==> config.mk <==
export PLATFORM = sky130hd
export DESIGN_NAME = addsub_pipe_flat
export DESIGN_NICKNAME = d
export VERILOG_FILES = /design/src/rtl/addsub_pkg.sv /design/src/rtl/addsub_if.sv /design/src/rtl/addsub_core.sv /design/src/rtl/addsub_pipe.sv /design/src/flat_wrapper.sv
export SDC_FILE = /design/constraint.sdc
export NUM_CORES = 1
export LEC_CHECK = 0
export CAP_MARGIN = 15
export CELL_PAD_IN_SITES_DETAIL_PLACEMENT = 2
export CELL_PAD_IN_SITES_GLOBAL_PLACEMENT = 2
export CORE_MARGIN = 3
export CORE_UTILIZATION = 30
export DETAILED_ROUTE_END_ITERATION = 10
export MAX_ROUTING_LAYER = met4
export PLACE_DENSITY = 0.83
export SLEW_MARGIN = 10
export SYNTH_ARGS = -nofsm -noshare
export SYNTH_HDL_FRONTEND = slang
export SYNTH_SLANG_ARGS = --single-unit
==> constraint.sdc <==
create_clock -name clk -period 3.65 [get_ports clk]
set_input_delay 1.095 -clock clk [delete_from_list [all_inputs] [get_ports clk]]
set_output_delay 1.095 -clock clk [all_outputs]
set_load 0.01 [all_outputs]
==> src/rtl/addsub_pkg.sv <==
// -----------------------------------------------------------------------------
// addsub_pkg
// Shared definitions for the pipelined adder/subtractor.
//   - Bit positions of the per-beat operation control word (sub/signed/sat).
//   - ctrl_t: the packed control word carried down the pipeline.
//   - sat_max/sat_min: saturation limits for a given result width, returned
//     right-aligned in 32 bits. The caller truncates to its own width.
// -----------------------------------------------------------------------------
package addsub_pkg;

  localparam int CTRL_W      = 3;
  localparam int CTRL_SUB    = 0;  // 1 = A-B, 0 = A+B
  localparam int CTRL_SIGNED = 1;  // 1 = two's-complement operands/result
  localparam int CTRL_SAT    = 2;  // 1 = clamp on overflow, 0 = wrap

  typedef logic [CTRL_W-1:0] ctrl_t;

  // Largest representable result: 0111..1 when signed, 1111..1 when unsigned.
  function automatic logic [31:0] sat_max(input int width, input logic is_signed);
    logic [31:0] ones;
    ones = '1;
    return is_signed ? (ones >> (33 - width)) : (ones >> (32 - width));
  endfunction

  // Smallest representable result: 1000..0 when signed, 0 when unsigned.
  function automatic logic [31:0] sat_min(input int width, input logic is_signed);
    return is_signed ? (32'd1 << (width - 1)) : 32'd0;
  endfunction

endpackage

==> src/rtl/addsub_if.sv <==
// -----------------------------------------------------------------------------
// addsub_if
// Operand/result bus of addsub_pipe.
//
// Handshake: on both the operand side (in_valid/in_ready) and the result side
// (out_valid/out_ready) a beat transfers on a rising edge where valid and
// ready are both 1. A producer never waits for ready before raising valid.
// Once out_valid is 1, out_res and out_ovf hold until the beat transfers.
//
// Signals:
//   in_valid, in_ready          operand beat handshake
//   op_a, op_b                  operands (WIDTH bits)
//   op_sub, op_signed, op_sat   per-beat operation select
//   out_valid, out_ready        result beat handshake
//   out_res, out_ovf            result and its overflow flag
//   ovf_sticky, ovf_clr         sticky overflow status and its clear
// Modports: master = producer/consumer side, slave = addsub_pipe.
// -----------------------------------------------------------------------------
interface addsub_if #(
  parameter int WIDTH = 8
);
  logic             in_valid;
  logic             in_ready;
  logic [WIDTH-1:0] op_a;
  logic [WIDTH-1:0] op_b;
  logic             op_sub;
  logic             op_signed;
  logic             op_sat;
  logic             out_valid;
  logic             out_ready;
  logic [WIDTH-1:0] out_res;
  logic             out_ovf;
  logic             ovf_sticky;
  logic             ovf_clr;

  modport master (
    output in_valid, op_a, op_b, op_sub, op_signed, op_sat, out_ready, ovf_clr,
    input  in_ready, out_valid, out_res, out_ovf, ovf_sticky
  );

  modport slave (
    input  in_valid, op_a, op_b, op_sub, op_signed, op_sat, out_ready, ovf_clr,
    output in_ready, out_valid, out_res, out_ovf, ovf_sticky
  );
endinterface

==> src/rtl/addsub_core.sv <==
// -----------------------------------------------------------------------------
// addsub_core
// Combinational add/subtract with overflow detection and result selection.
// Ports:
//   i_ext_a, i_ext_b  operands already extended to WIDTH+2 bits
//   i_ctrl            operation control word (addsub_pkg CTRL_* bits)
//   o_res             wrapped or saturated WIDTH-bit result
//   o_ovf             overflow/underflow for this result, independent of sat
// -----------------------------------------------------------------------------
module addsub_core
  import addsub_pkg::*;
#(
  parameter int WIDTH  = 8,
  parameter int SAT_EN = 1
) (
  input  logic [WIDTH+1:0] i_ext_a,
  input  logic [WIDTH+1:0] i_ext_b,
  input  ctrl_t            i_ctrl,
  output logic [WIDTH-1:0] o_res,
  output logic             o_ovf
);

  localparam logic [WIDTH-1:0] SMAX = WIDTH'(sat_max(WIDTH, 1'b1));
  localparam logic [WIDTH-1:0] SMIN = WIDTH'(sat_min(WIDTH, 1'b1));
  localparam logic [WIDTH-1:0] UMAX = WIDTH'(sat_max(WIDTH, 1'b0));

  logic             w_sub;
  logic             w_sgn;
  logic             w_sat;
  logic [WIDTH+1:0] w_b_op;
  logic [WIDTH+1:0] w_exact;
  logic [2:0]       w_top;

  assign w_sub = i_ctrl[CTRL_SUB];
  assign w_sgn = i_ctrl[CTRL_SIGNED];
  assign w_sat = i_ctrl[CTRL_SAT];

  // Two guard bits make the sum exact for every operand pair and mode.
  assign w_b_op  = w_sub ? ~i_ext_b : i_ext_b;
  assign w_exact = i_ext_a + w_b_op + {{(WIDTH+1){1'b0}}, w_sub};

  // Signed result fits in WIDTH bits only if the top three bits agree.
  assign w_top = w_exact[WIDTH+1:WIDTH-1];

  always_comb begin
    o_ovf = 1'b0;
    o_res = w_exact[WIDTH-1:0];
    if (w_sgn) begin
      o_ovf = !((w_top == 3'b000) || (w_top == 3'b111));
    end else begin
      // Unsigned: sub borrows when the exact value is negative; add carries
      // into bit WIDTH.
      o_ovf = w_sub ? w_exact[WIDTH+1] : w_exact[WIDTH];
    end
    if ((SAT_EN != 0) && w_sat && o_ovf) begin
      if (w_sgn) begin
        o_res = w_exact[WIDTH+1] ? SMIN : SMAX;
      end else begin
        o_res = w_sub ? '0 : UMAX;
      end
    end
  end

endmodule

==> src/rtl/addsub_pipe.sv <==
// -----------------------------------------------------------------------------
// addsub_pipe
// Two-stage pipelined adder/subtractor with valid/ready on both sides.
//   S1 holds the accepted operands and control. S2 holds the finished result,
//   which drives the output bus directly.
// Ports:
//   clk   rising-edge clock
//   rst   synchronous active-high reset; drops all in-flight beats
//   bus   addsub_if slave: operand beats in, result beats out, sticky flag
// -----------------------------------------------------------------------------
module addsub_pipe
  import addsub_pkg::*;
#(
  parameter int WIDTH  = 8,
  parameter int SAT_EN = 1
) (
  input  logic     clk,
  input  logic     rst,
  addsub_if.slave  bus
);

  logic             r_s1_valid;
  logic [WIDTH-1:0] r_s1_a;
  logic [WIDTH-1:0] r_s1_b;
  ctrl_t            r_s1_ctrl;
  logic             r_s2_valid;
  logic [WIDTH-1:0] r_s2_res;
  logic             r_s2_ovf;
  logic             r_sticky;

  logic             w_s2_adv;
  logic             w_s1_adv;
  logic             w_in_xfer;
  logic             w_out_xfer;
  logic [WIDTH+1:0] w_ext_a;
  logic [WIDTH+1:0] w_ext_b;
  logic [WIDTH-1:0] w_core_res;
  logic             w_core_ovf;

  // Ready propagates combinationally so a full pipe streams without bubbles.
  assign w_s2_adv   = !r_s2_valid || bus.out_ready;
  assign w_s1_adv   = !r_s1_valid || w_s2_adv;
  assign w_in_xfer  = bus.in_valid && w_s1_adv;
  assign w_out_xfer = r_s2_valid && bus.out_ready;

  assign w_ext_a = r_s1_ctrl[CTRL_SIGNED] ? {{2{r_s1_a[WIDTH-1]}}, r_s1_a}
                                          : {2'b00, r_s1_a};
  assign w_ext_b = r_s1_ctrl[CTRL_SIGNED] ? {{2{r_s1_b[WIDTH-1]}}, r_s1_b}
                                          : {2'b00, r_s1_b};

  addsub_core #(
    .WIDTH  (WIDTH),
    .SAT_EN (SAT_EN)
  ) u_core (
    .i_ext_a (w_ext_a),
    .i_ext_b (w_ext_b),
    .i_ctrl  (r_s1_ctrl),
    .o_res   (w_core_res),
    .o_ovf   (w_core_ovf)
  );

  always_ff @(posedge clk) begin
    if (rst) begin
      r_s1_valid <= 1'b0;
      r_s1_a     <= '0;
      r_s1_b     <= '0;
      r_s1_ctrl  <= '0;
      r_s2_valid <= 1'b0;
      r_s2_res   <= '0;
      r_s2_ovf   <= 1'b0;
      r_sticky   <= 1'b0;
    end else begin
      if (w_s1_adv) begin
        r_s1_valid <= bus.in_valid;
      end
      if (w_in_xfer) begin
        r_s1_a    <= bus.op_a;
        r_s1_b    <= bus.op_b;
        r_s1_ctrl <= {bus.op_sat, bus.op_signed, bus.op_sub};
      end
      if (w_s2_adv) begin
        r_s2_valid <= r_s1_valid;
      end
      // Result registers only load with a real beat, so a stalled or empty
      // slot keeps its last value.
      if (w_s2_adv && r_s1_valid) begin
        r_s2_res <= w_core_res;
        r_s2_ovf <= w_core_ovf;
      end
      // A delivered overflow beat outranks a same-cycle clear.
      if (w_out_xfer && r_s2_ovf) begin
        r_sticky <= 1'b1;
      end else if (bus.ovf_clr) begin
        r_sticky <= 1'b0;
      end
    end
  end

  assign bus.in_ready   = w_s1_adv;
  assign bus.out_valid  = r_s2_valid;
  assign bus.out_res    = r_s2_res;
  assign bus.out_ovf    = r_s2_ovf;
  assign bus.ovf_sticky = r_sticky;

endmodule

==> src/flat_wrapper.sv <==
// flat-port wrapper written by rule: the top's interface ports become plain ports
module addsub_pipe_flat import addsub_pkg::*;
#(
  parameter int WIDTH  = 8,
  parameter int SAT_EN = 1
)
  (clk, rst, bus_in_valid, bus_op_a, bus_op_b, bus_op_sub, bus_op_signed, bus_op_sat, bus_out_ready, bus_ovf_clr, bus_in_ready, bus_out_valid, bus_out_res, bus_out_ovf, bus_ovf_sticky);
  addsub_if #(.WIDTH(WIDTH)) bus_i ();
  input  logic clk;
  input  logic rst;
  input wire logic [$bits(bus_i.in_valid)-1:0] bus_in_valid;
  input wire logic [$bits(bus_i.op_a)-1:0] bus_op_a;
  input wire logic [$bits(bus_i.op_b)-1:0] bus_op_b;
  input wire logic [$bits(bus_i.op_sub)-1:0] bus_op_sub;
  input wire logic [$bits(bus_i.op_signed)-1:0] bus_op_signed;
  input wire logic [$bits(bus_i.op_sat)-1:0] bus_op_sat;
  input wire logic [$bits(bus_i.out_ready)-1:0] bus_out_ready;
  input wire logic [$bits(bus_i.ovf_clr)-1:0] bus_ovf_clr;
  output wire logic [$bits(bus_i.in_ready)-1:0] bus_in_ready;
  output wire logic [$bits(bus_i.out_valid)-1:0] bus_out_valid;
  output wire logic [$bits(bus_i.out_res)-1:0] bus_out_res;
  output wire logic [$bits(bus_i.out_ovf)-1:0] bus_out_ovf;
  output wire logic [$bits(bus_i.ovf_sticky)-1:0] bus_ovf_sticky;
  assign bus_i.in_valid = bus_in_valid;
  assign bus_i.op_a = bus_op_a;
  assign bus_i.op_b = bus_op_b;
  assign bus_i.op_sub = bus_op_sub;
  assign bus_i.op_signed = bus_op_signed;
  assign bus_i.op_sat = bus_op_sat;
  assign bus_i.out_ready = bus_out_ready;
  assign bus_i.ovf_clr = bus_ovf_clr;
  assign bus_in_ready = bus_i.in_ready;
  assign bus_out_valid = bus_i.out_valid;
  assign bus_out_res = bus_i.out_res;
  assign bus_out_ovf = bus_i.out_ovf;
  assign bus_ovf_sticky = bus_i.ovf_sticky;
  addsub_pipe #(.WIDTH(WIDTH), .SAT_EN(SAT_EN)) u_core (.clk(clk), .rst(rst), .bus(bus_i));
endmodule
# Word level (Yosys, flattened, before mapping)
# Cells that the tools add are included.
dict set report word_totals {
  reg_bits 31
  latch_bits 0
  mem_bits_rw 0
  rom_bits 0
  elab_cells 36
  mem_count 0
}
dict set report classes {
  n_addsub 2
  n_mul 0
  div_mod_pow 0
  magnitude_cmp 0
  eq_ne 1
  shift 0
  mux 11
  bitwise 1
  n_reduce_logical 13
}
# op n
set ops {}
lappend ops {{two-way mux 8 bit} 4}
lappend ops {{two-way mux 10 bit} 3}
lappend ops {{adder 10 x 1 -> 10 bit} 1}
lappend ops {{adder 10 bit} 1}
lappend ops {{NOT 10 bit} 1}
lappend ops {{logical AND 1 bit} 5}
lappend ops {{two-way mux 1 bit} 4}
lappend ops {{== test 3 bit, second input constant} 1}
lappend ops {{zero test 1 bit} 3}
lappend ops {{zero test 3 bit} 1}
lappend ops {{logical OR 1 bit} 3}
lappend ops {{nonzero test 2 bit} 1}

# Depth between registers and ports, before layout
# Gate-level depths: netlist of run 1.
dict set report logic_depth {
  ltp_word 11
  depth_mapped 11
  depth_no_buf 10
}

# Modules after synthesis
# A second synthesis of run 1 with hierarchy kept.
dict set report unflattened {
  cells_unflattened 235
  hier_area_um2 2135.8
}
# mod instances cells_per_inst area_each_um2 seq_area_each_um2
set modules_own_cells {}
lappend modules_own_cells {addsub_pipe 1 138 1331.3 620.6}
lappend modules_own_cells {addsub_core 1 97 804.5 0.0}

# Worst setup path before layout of run 1
# No wires, ideal clock.
dict set report synth_timing {
  kind {register to register}
  from {register u_core.r_s1_ctrl[0]}
  to {register u_core.r_s2_res[6] (netlist: u_core.bus.out_res[6])}
  setup_ps 134
  arrival_time_ps 2798
  required_time_ps 3516
  slack_ps 718
  stages_incl_launch_ff 12
  path_buffers 2
  synth_period_minus_slack_ps 2932
  cell_sequence {dfxtp_1 buf_1 xor2_1 ha_1 clkbuf_1 a21o_1 a311o_2 a32oi_4 nor2_2 o311a_1 a21oi_4 a211oi_1}
}
dict set report synth_between {
  elab_chain_cells 9
}
# item line
set synth_lines {}
lappend synth_lines {{from (decl)} addsub_pipe.sv:25} ;# ctrl_t r_s1_ctrl;
lappend synth_lines {{from (signal assigned)} addsub_pipe.sv:79} ;# r_s1_ctrl <= {bus.op_sat, bus.op_signed, bus.op_sub};
lappend synth_lines {{two-way mux 10 bit} addsub_core.sv:39} ;# assign w_b_op = w_sub ? ~i_ext_b : i_ext_b;
lappend synth_lines {{adder 10 bit} addsub_core.sv:40} ;# assign w_exact = i_ext_a + w_b_op + {{(WIDTH+1){1'b0}}, w_sub};
lappend synth_lines {{adder 10 x 1 -> 10 bit} addsub_core.sv:40}
lappend synth_lines {{== test 3 bit / zero test 3 bit (equally long branches)} addsub_core.sv:49} ;# o_ovf = !((w_top == 3'b000) || (w_top == 3'b111));
lappend synth_lines {{logical OR 1 bit} addsub_core.sv:49}
lappend synth_lines {{zero test 1 bit} addsub_core.sv:49}
lappend synth_lines {{two-way mux 1 bit} addsub_core.sv:48} ;# if (w_sgn) begin
lappend synth_lines {{logical AND 1 bit} addsub_core.sv:55} ;# if ((SAT_EN != 0) && w_sat && o_ovf) begin
lappend synth_lines {{two-way mux 8 bit *} addsub_core.sv:55}
lappend synth_lines {{to (signal assigned)} addsub_pipe.sv:87} ;# r_s2_res <= w_core_res;
lappend synth_lines {{to (decl)} addsub_pipe.sv:27} ;# logic [WIDTH-1:0] r_s2_res;
# Mark *: on every way between the ends. The rest lies on a longest branch, timed or not.
# A chain may end at the register's enable or synchronous reset.

# Worst setup path in the final report of run 1
dict set report layout_timing {
  from {input port bus_out_ready}
  to {output port bus_in_ready}
}
dict set report layout_between {
  elab_chain_cells 2
}
# item line
set layout_lines {}
lappend layout_lines {{from (decl)} flat_wrapper.sv:17} ;# input wire logic [$bits(bus_i.out_ready)-1:0] bus_out_ready;
lappend layout_lines {{logical OR 1 bit} addsub_pipe.sv:41} ;# assign w_s2_adv = !r_s2_valid || bus.out_ready;
lappend layout_lines {{logical OR 1 bit} addsub_pipe.sv:42} ;# assign w_s1_adv = !r_s1_valid || w_s2_adv;
lappend layout_lines {{to (decl)} flat_wrapper.sv:19} ;# output wire logic [$bits(bus_i.in_ready)-1:0] bus_in_ready;
# Every way passes these cells.

==> flow_metrics.tcl, run 1 <==
set metrics [dict create \
    status "complete, no violations" \
    finalHoldViolations 0 \
    antennaDiodeCount 0 \
    grt_usage_pct 17.48 \
    period_needed_ns 3.523 \
    yosys.area_share.simple_pct 22.75 \
    dp_slack_ns 0.1272 \
    yosysUniqueCellTypes 44 \
    initial_core_util_pct 31.94 \
    yosys.area.top_type_share_pct 31.88 \
    vdd_drop_max_mv 0.2358 \
    layout-drive-gt1-share_pct 8.156 \
    gp_congestion 0.8343 \
    layout.nets 315 \
    synth_edf_count 0 \
    synthTopCellsByArea "dfxtp_1 (32%), nand2_1 (9.6%), a21oi_1 (7.7%), ha_1 (5.8%), xor2_1 (4.5%)" \
    drc 0 \
    r2r_cells 9 \
    chipHeight_microns 86.56 \
    tritoncts "built" \
    seq_area_sq_um 620.6 \
    grt-ovfl-total 0 \
    port_buffers 35 \
    die_w_microns 86.56 \
    setup_ws_ns 0.1271 \
    worstSetupStartpoint "bus_out_ready" \
    p_leak_nw 1.003 \
    drt.antenna.violating_nets 0 \
    synthCells 249 \
    post_cts_resized 0 \
    syn-cell-area_sq_um 1947 \
    synth_top_family_by_area "compound AO/OA/AOI/OAI gates" \
    synth-compound-area-share_pct 27.12 \
    postCtsSetupBuffers 0 \
    numCtsBuffers 5 \
    syn_avg_cell_area_sq_um 7.819 \
    antenna_found_initial 0 \
    crit_required_ns 2.55 \
    grt_max_degree 21 \
    power_mw 0.9715 \
    hpwl_mm 4.622 \
    synthMuxAreaShare_pct 1.285 \
    fin_tns_setup_ns 0 \
    critical_path.cell_chain "clkdlybuf4s50_1 > nor2b_1 > nand2_1 > clkdlybuf4s50_1" \
    ys_warn_count 0 \
    critPathKind "in2out" \
    relSlewSlack_pct 54.57 \
    cts_root_buf "clkbuf_8" \
    initialDrtViolationCount 55 \
    cts_max_path_buffers 2 \
    synth_xor_area_share_pct 7.198 \
    cp_common_cell "clkdlybuf4s50_1" \
    synth_common_cells "nand2_1 (50), dfxtp_1 (31), a21oi_1 (30)" \
    clock_sinks 31 \
    ys_seq_area_share_pct 31.88 \
    critPathMaxStageDelay_ns 0.49 \
    r2r_start "u_core.r_s1_ctrl[0]$_SDFFE_PP0P_" \
    insertion_delay_ns 0.29 \
    htree_levels 2 \
    coreArea_sq_um 6096 \
    ios 36 \
    grt_pass1_vias 1993 \
    maxSlewViolCount 0 \
    tightest_slew_ns 0.6806 \
    row_count 28 \
    worstSetupStartpointType "input port" \
    totalWireLength_mm 6.061 \
    wl_per_cell_microns 16.98 \
    path_max_fanout 5 \
    vias_per_cell 5.311 \
    synthFlopType "dfxtp_1" \
    dr.pass1.iters 4 \
    synth.most_common_cell "nand2_1" \
    whs_path_depth 2 \
    synth_nets 283 \
    maxCapViolCount 0 \
    layout_worst_path_cycle_share_pct 96.52 \
    slowest_stage "clkdlybuf4s50_1" \
    dr_total_vias 1896 \
    rsz0062_at_grt "false" \
    synth_top_area_cell "dfxtp_1" \
    die_area_sq_um 7492 \
    ctsHoldBuffers 0 \
    async_flop_share_pct 0 \
    crit_path_end_kind "output port" \
    min_path_type "reg2reg" \
    synth_seq_cells 31 \
    syn_to_final_growth_pct 26.99 \
    fillers 703 \
    holdPathEnd "u_core.r_s1_a[4]$_SDFFE_PP0P_" \
    fmax_mhz 283.9 \
    synth_fa_ha_area_share_pct 6.812 \
    crit_arrival_ns 2.43 \
    min_from "u_core.r_s1_a[4]$_SDFFE_PP0P_" \
    multi_input_area_sq_um 1269 \
    grt_first_pass_wirelength_mm 9.853 \
    path_clk_slew_ns 0.07 \
    fin_worst_skew_ns 0.008636 \
    r2r_slack_ns 0.33 \
    r2r-end "u_core.bus.out_res[6]$_SDFFE_PP0P_" \
    setup_violations 0 \
    power.density_nw_per_um2 392.9 \
]
## through the flow
stage	util [%]	instances	cell area [sq um]	hold slack (ns)
3_5_place_dp	38.71	349	2360	0.4585
4_1_cts	40.56	357	2472	0.4698
2_1_floorplan	-	249	1947	0.4406
5_1_grt	40.56	357	2472	0.5118
6_report	40.56	357	2472	0.4693
3_3_place_gp	38.71	349	2360	0.4489
## worst max-delay path, delay by kind of cell
kind          cells  cell delay [ns]
simple gates      2             0.40
buf+inv           2             0.93
## routing by layer
| metal | wire [microns] | vias up | share of wire [%] | GRT usage, % |
|---|---|---|---|---|
| li1 | - | 940 | - | - |
| met1 | 2829 | 916 | 47 | 21.65 |
| met2 | 2950 | 31 | 49 | 28.79 |
| met3 | 189 | 9 | 3.1 | 3.422 |
| met4 | 91 | 0 | 1.5 | 5.241 |
| met5 | 0 | - | 0 | - |
## report_power, final
| group | switching [mW] | total [mW] | internal [mW] |
|---|---|---|---|
| sequential | 0.0196 | 0.379 | 0.359 |
| clock | 0.138 | 0.341 | 0.203 |
| combinational | 0.140 | 0.252 | 0.112 |
| total | 0.297 | 0.972 | 0.674 |
## worst max path at each step
stage                                         end  cells past startpoint
2_1_floorplan  u_core.bus.out_res[6]$_SDFFE_PP0P_                     11
3_3_place_gp                         bus_in_ready                      4
3_5_place_dp                         bus_in_ready                      4
4_1_cts                              bus_in_ready                      4
5_1_grt                              bus_in_ready                      4
6_report                             bus_in_ready                      4
## logic make-up after synthesis
family | after synthesis
AOI/OAI and AO/OA | 77
xor gates and xnor gates | 16
adders and majority gates | 10
buffers and inverters | 15
DFF | 31
muxes | 2
and+or+nand+nor | 98
## layout make-up
type / instances / share of cell area (%)
multi-input combinational: 203 / 51.32
sequential: 31 / 25.10
timing repair buffer: 37 / 14.78
tap: 75 / 3.796
clock buffer: 5 / 2.783
clock inverter: 3 / 1.771
inverter: 3 / 0.4555
## state kept, by name (all words and copies together), names as in the netlist
name and flops:
u_core.bus.out_valid 1, u_core.r_s1_a 8, u_core.r_s1_valid 1, u_core.bus.ovf_sticky 1, u_core.bus.out_res 8, u_core.r_s1_b 8, u_core.bus.out_ovf 1, u_core.r_s1_ctrl 3
## placed cells by master, fill, tap and decap left out, types with 2 or more instances in the layout
| cell | netlist | layout |
|---|---|---|
| nand2_1 | 50 | 50 |
| o31ai_1 | 2 | 2 |
| nor4_1 | 3 | 3 |
| o21ai_0 | 8 | 8 |
| or2_2 | 3 | 3 |
| or3_1 | 4 | 4 |
| clkdlybuf4s50_1 | 0 | 35 |
| a211oi_1 | 9 | 9 |
| xnor2_1 | 6 | 6 |
| clkbuf_8 | 0 | 5 |
| nand3_1 | 3 | 3 |
| and2_1 | 3 | 3 |
| o211ai_1 | 2 | 2 |
| nor2_1 | 15 | 15 |
| o2111ai_1 | 2 | 2 |
| a311o_2 | 2 | 2 |
| nor2b_1 | 3 | 3 |
| inv_1 | 3 | 3 |
| and3_1 | 3 | 3 |
| xor2_1 | 10 | 10 |
| o21a_1 | 2 | 2 |
| dfxtp_1 | 31 | 31 |
| a21o_1 | 4 | 4 |
| nand2b_1 | 5 | 5 |
| o21ai_1 | 5 | 5 |
| nor3_1 | 4 | 4 |
| ha_1 | 9 | 9 |
| buf_4 | 0 | 2 |
| a21boi_0 | 2 | 2 |
| a21oi_1 | 30 | 30 |
(Power assumes the default switching activity.)
==> run 2, diff against run 1 <==
--- a/config.mk
+++ b/config.mk
@@ -8,7 +8,6 @@
 export CAP_MARGIN = 15
 export CELL_PAD_IN_SITES_DETAIL_PLACEMENT = 2
 export CELL_PAD_IN_SITES_GLOBAL_PLACEMENT = 2
-export CORE_MARGIN = 3
 export CORE_UTILIZATION = 30
 export DETAILED_ROUTE_END_ITERATION = 10
 export MAX_ROUTING_LAYER = met4
==> flow_metrics.tcl, run 2 (synthesis results as in run 1) <==
set metrics [dict create \
    finalHoldViolations 0 \
    drc 0 \
    fillers 715 \
    vias_per_cell 5.218 \
    grt_max_degree 20 \
    initial_core_util_pct 31.94 \
    path_max_fanout 5 \
    row_count 28 \
    path_buf_inv 2 \
    dr_total_vias 1863 \
    fin_tns_setup_ns 0 \
    port_buffers 35 \
    gp_congestion 0.8904 \
    setup_violations 0 \
    antennaDiodeCount 0 \
    insertion_delay_ns 0.29 \
    tightest_slew_ns 0.7081 \
    dp_slack_ns 0.02563 \
    crit_path_end_kind "output port" \
    vdd_drop_max_mv 0.2551 \
    period_needed_ns 3.530 \
    layout_commonest_cell "nand2_1" \
    critical-path-top-delay-family "buffers and inverters" \
    critPathMaxStageDelay_ns 0.49 \
    die_area_sq_um 6815 \
    wl_per_cell_microns 17.08 \
    hpwl_mm 4.728 \
    totalWireLength_mm 6.099 \
    clock_sinks 31 \
    initialDrtViolationCount 54 \
    cts_max_path_buffers 2 \
    slowest_stage "clkdlybuf4s50_1" \
    die_w_microns 82.56 \
    status "complete, no violations" \
    critical_path.cell_chain "clkdlybuf4s50_1 > nor2b_2 > nand2_1 > clkdlybuf4s50_1" \
    maxCapViolCount 0 \
    fin_worst_skew_ns 0.005896 \
    crit_arrival_ns 2.43 \
    min_path_type "reg2reg" \
    power.density_nw_per_um2 398.8 \
    tritoncts "built" \
    grt_pass1_vias 1936 \
    critPathKind "in2out" \
    maxSlewViolCount 0 \
    antenna_found_initial 0 \
    chipHeight_microns 82.56 \
    syn_to_final_growth_pct 27.38 \
    coreArea_sq_um 6096 \
    ios 36 \
    dr.pass1.iters 4 \
    most-common-layout-cells "nand2_1 (50), clkdlybuf4s50_1 (35), dfxtp_1 (31)" \
    p_leak_nw 1.006 \
    grt-ovfl-total 0 \
    grt_usage_pct 20.38 \
    grt_first_pass_wirelength_mm 9.784 \
    drt.antenna.violating_nets 0 \
    numCtsBuffers 5 \
    crit_required_ns 2.55 \
    cp_common_cell "clkdlybuf4s50_1" \
    relSlewSlack_pct 52.73 \
    layout_worst_path_cycle_share_pct 96.70 \
    cts_root_buf "clkbuf_8" \
    setup_ws_ns 0.1203 \
    htree_levels 2 \
    layout-drive-gt1-share_pct 8.511 \
    layout.nets 315 \
    fmax_mhz 283.3 \
    path_clk_slew_ns 0.07 \
    worstSetupStartpointType "input port" \
    rsz0062_at_grt "false" \
]
-- run 2: changes by cell type in the layout (fill, tap and decap cells not counted), sizes merged --
| cell | previous run | this run |
|---|---|---|
| clkinv | 2 | 1 |
| clkbuf | 5 | 6 |
-- run 2: through the flow --
stage	instance area (sq um)	utilization (%)	hold WS [ns]	cells	power, mW
after CTS	2477	40.64	0.4653	357	0.9990
final	2480	40.68	0.4646	357	0.9890
after floorplan	1947	-	0.4406	249	0.5417
after global placement	2360	38.71	0.4492	349	0.6266
after global routing	2480	40.68	0.4997	357	1.041
after detailed placement	2360	38.71	0.4558	349	0.6365
-- run 2: final cells by class --
class                      instances  area [sq um]  area share, %
sequential                        31         620.6          25.03
timing repair buffer              37         365.4          14.73
clock inverter                     2         35.03          1.413
multi-input combinational        203          1271          51.26
inverter                           3         11.26         0.4541
clock buffer                       6         82.58          3.330
tap                               75         93.84          3.784
-- run 2: repair_timing --
action	4_1_cts	5_1_grt
setup buffers	0	0
setup endpoints to repair	0	1
hold buffers	0	0
resized for setup	0	1
-- run 2: per-layer routing --
layer  routed length (microns)  track usage [%]
met2                      2998            33.06
met5                         0                -
met3                       146            4.286
met4                        88            6.379
met1                      2866            25.28
-- run 2: final timing paths --
kind	end	slack [ns]	start	cells past startpoint
worst min register to register	u_core.r_s1_a[6]$_SDFFE_PP0P_	0.46	u_core.r_s1_a[6]$_SDFFE_PP0P_	2
worst max-delay path	bus_in_ready	0.12	bus_out_ready	4
worst max register to register	u_core.bus.out_res[2]$_SDFFE_PP0P_	0.34	u_core.r_s1_ctrl[0]$_SDFFE_PP0P_	9
worst min-delay path	u_core.r_s1_a[6]$_SDFFE_PP0P_	0.46	u_core.r_s1_a[6]$_SDFFE_PP0P_	2
-- run 2: worst reg2reg max path, delay by kind of cell (launching register included) --
kind,cells,cell delay [ns]
flops,1,0.77
xor+xnor,1,0.25
simple gates,1,0.26
compound gates,6,1.42
fa+ha+maj,1,0.50
-- run 2: power breakdown --
group	total [mW]	internal (mW)	switching [mW]
clock	0.359	0.221	0.138
combinational	0.251	0.112	0.139
sequential	0.379	0.359	0.0200
total	0.989	0.692	0.297
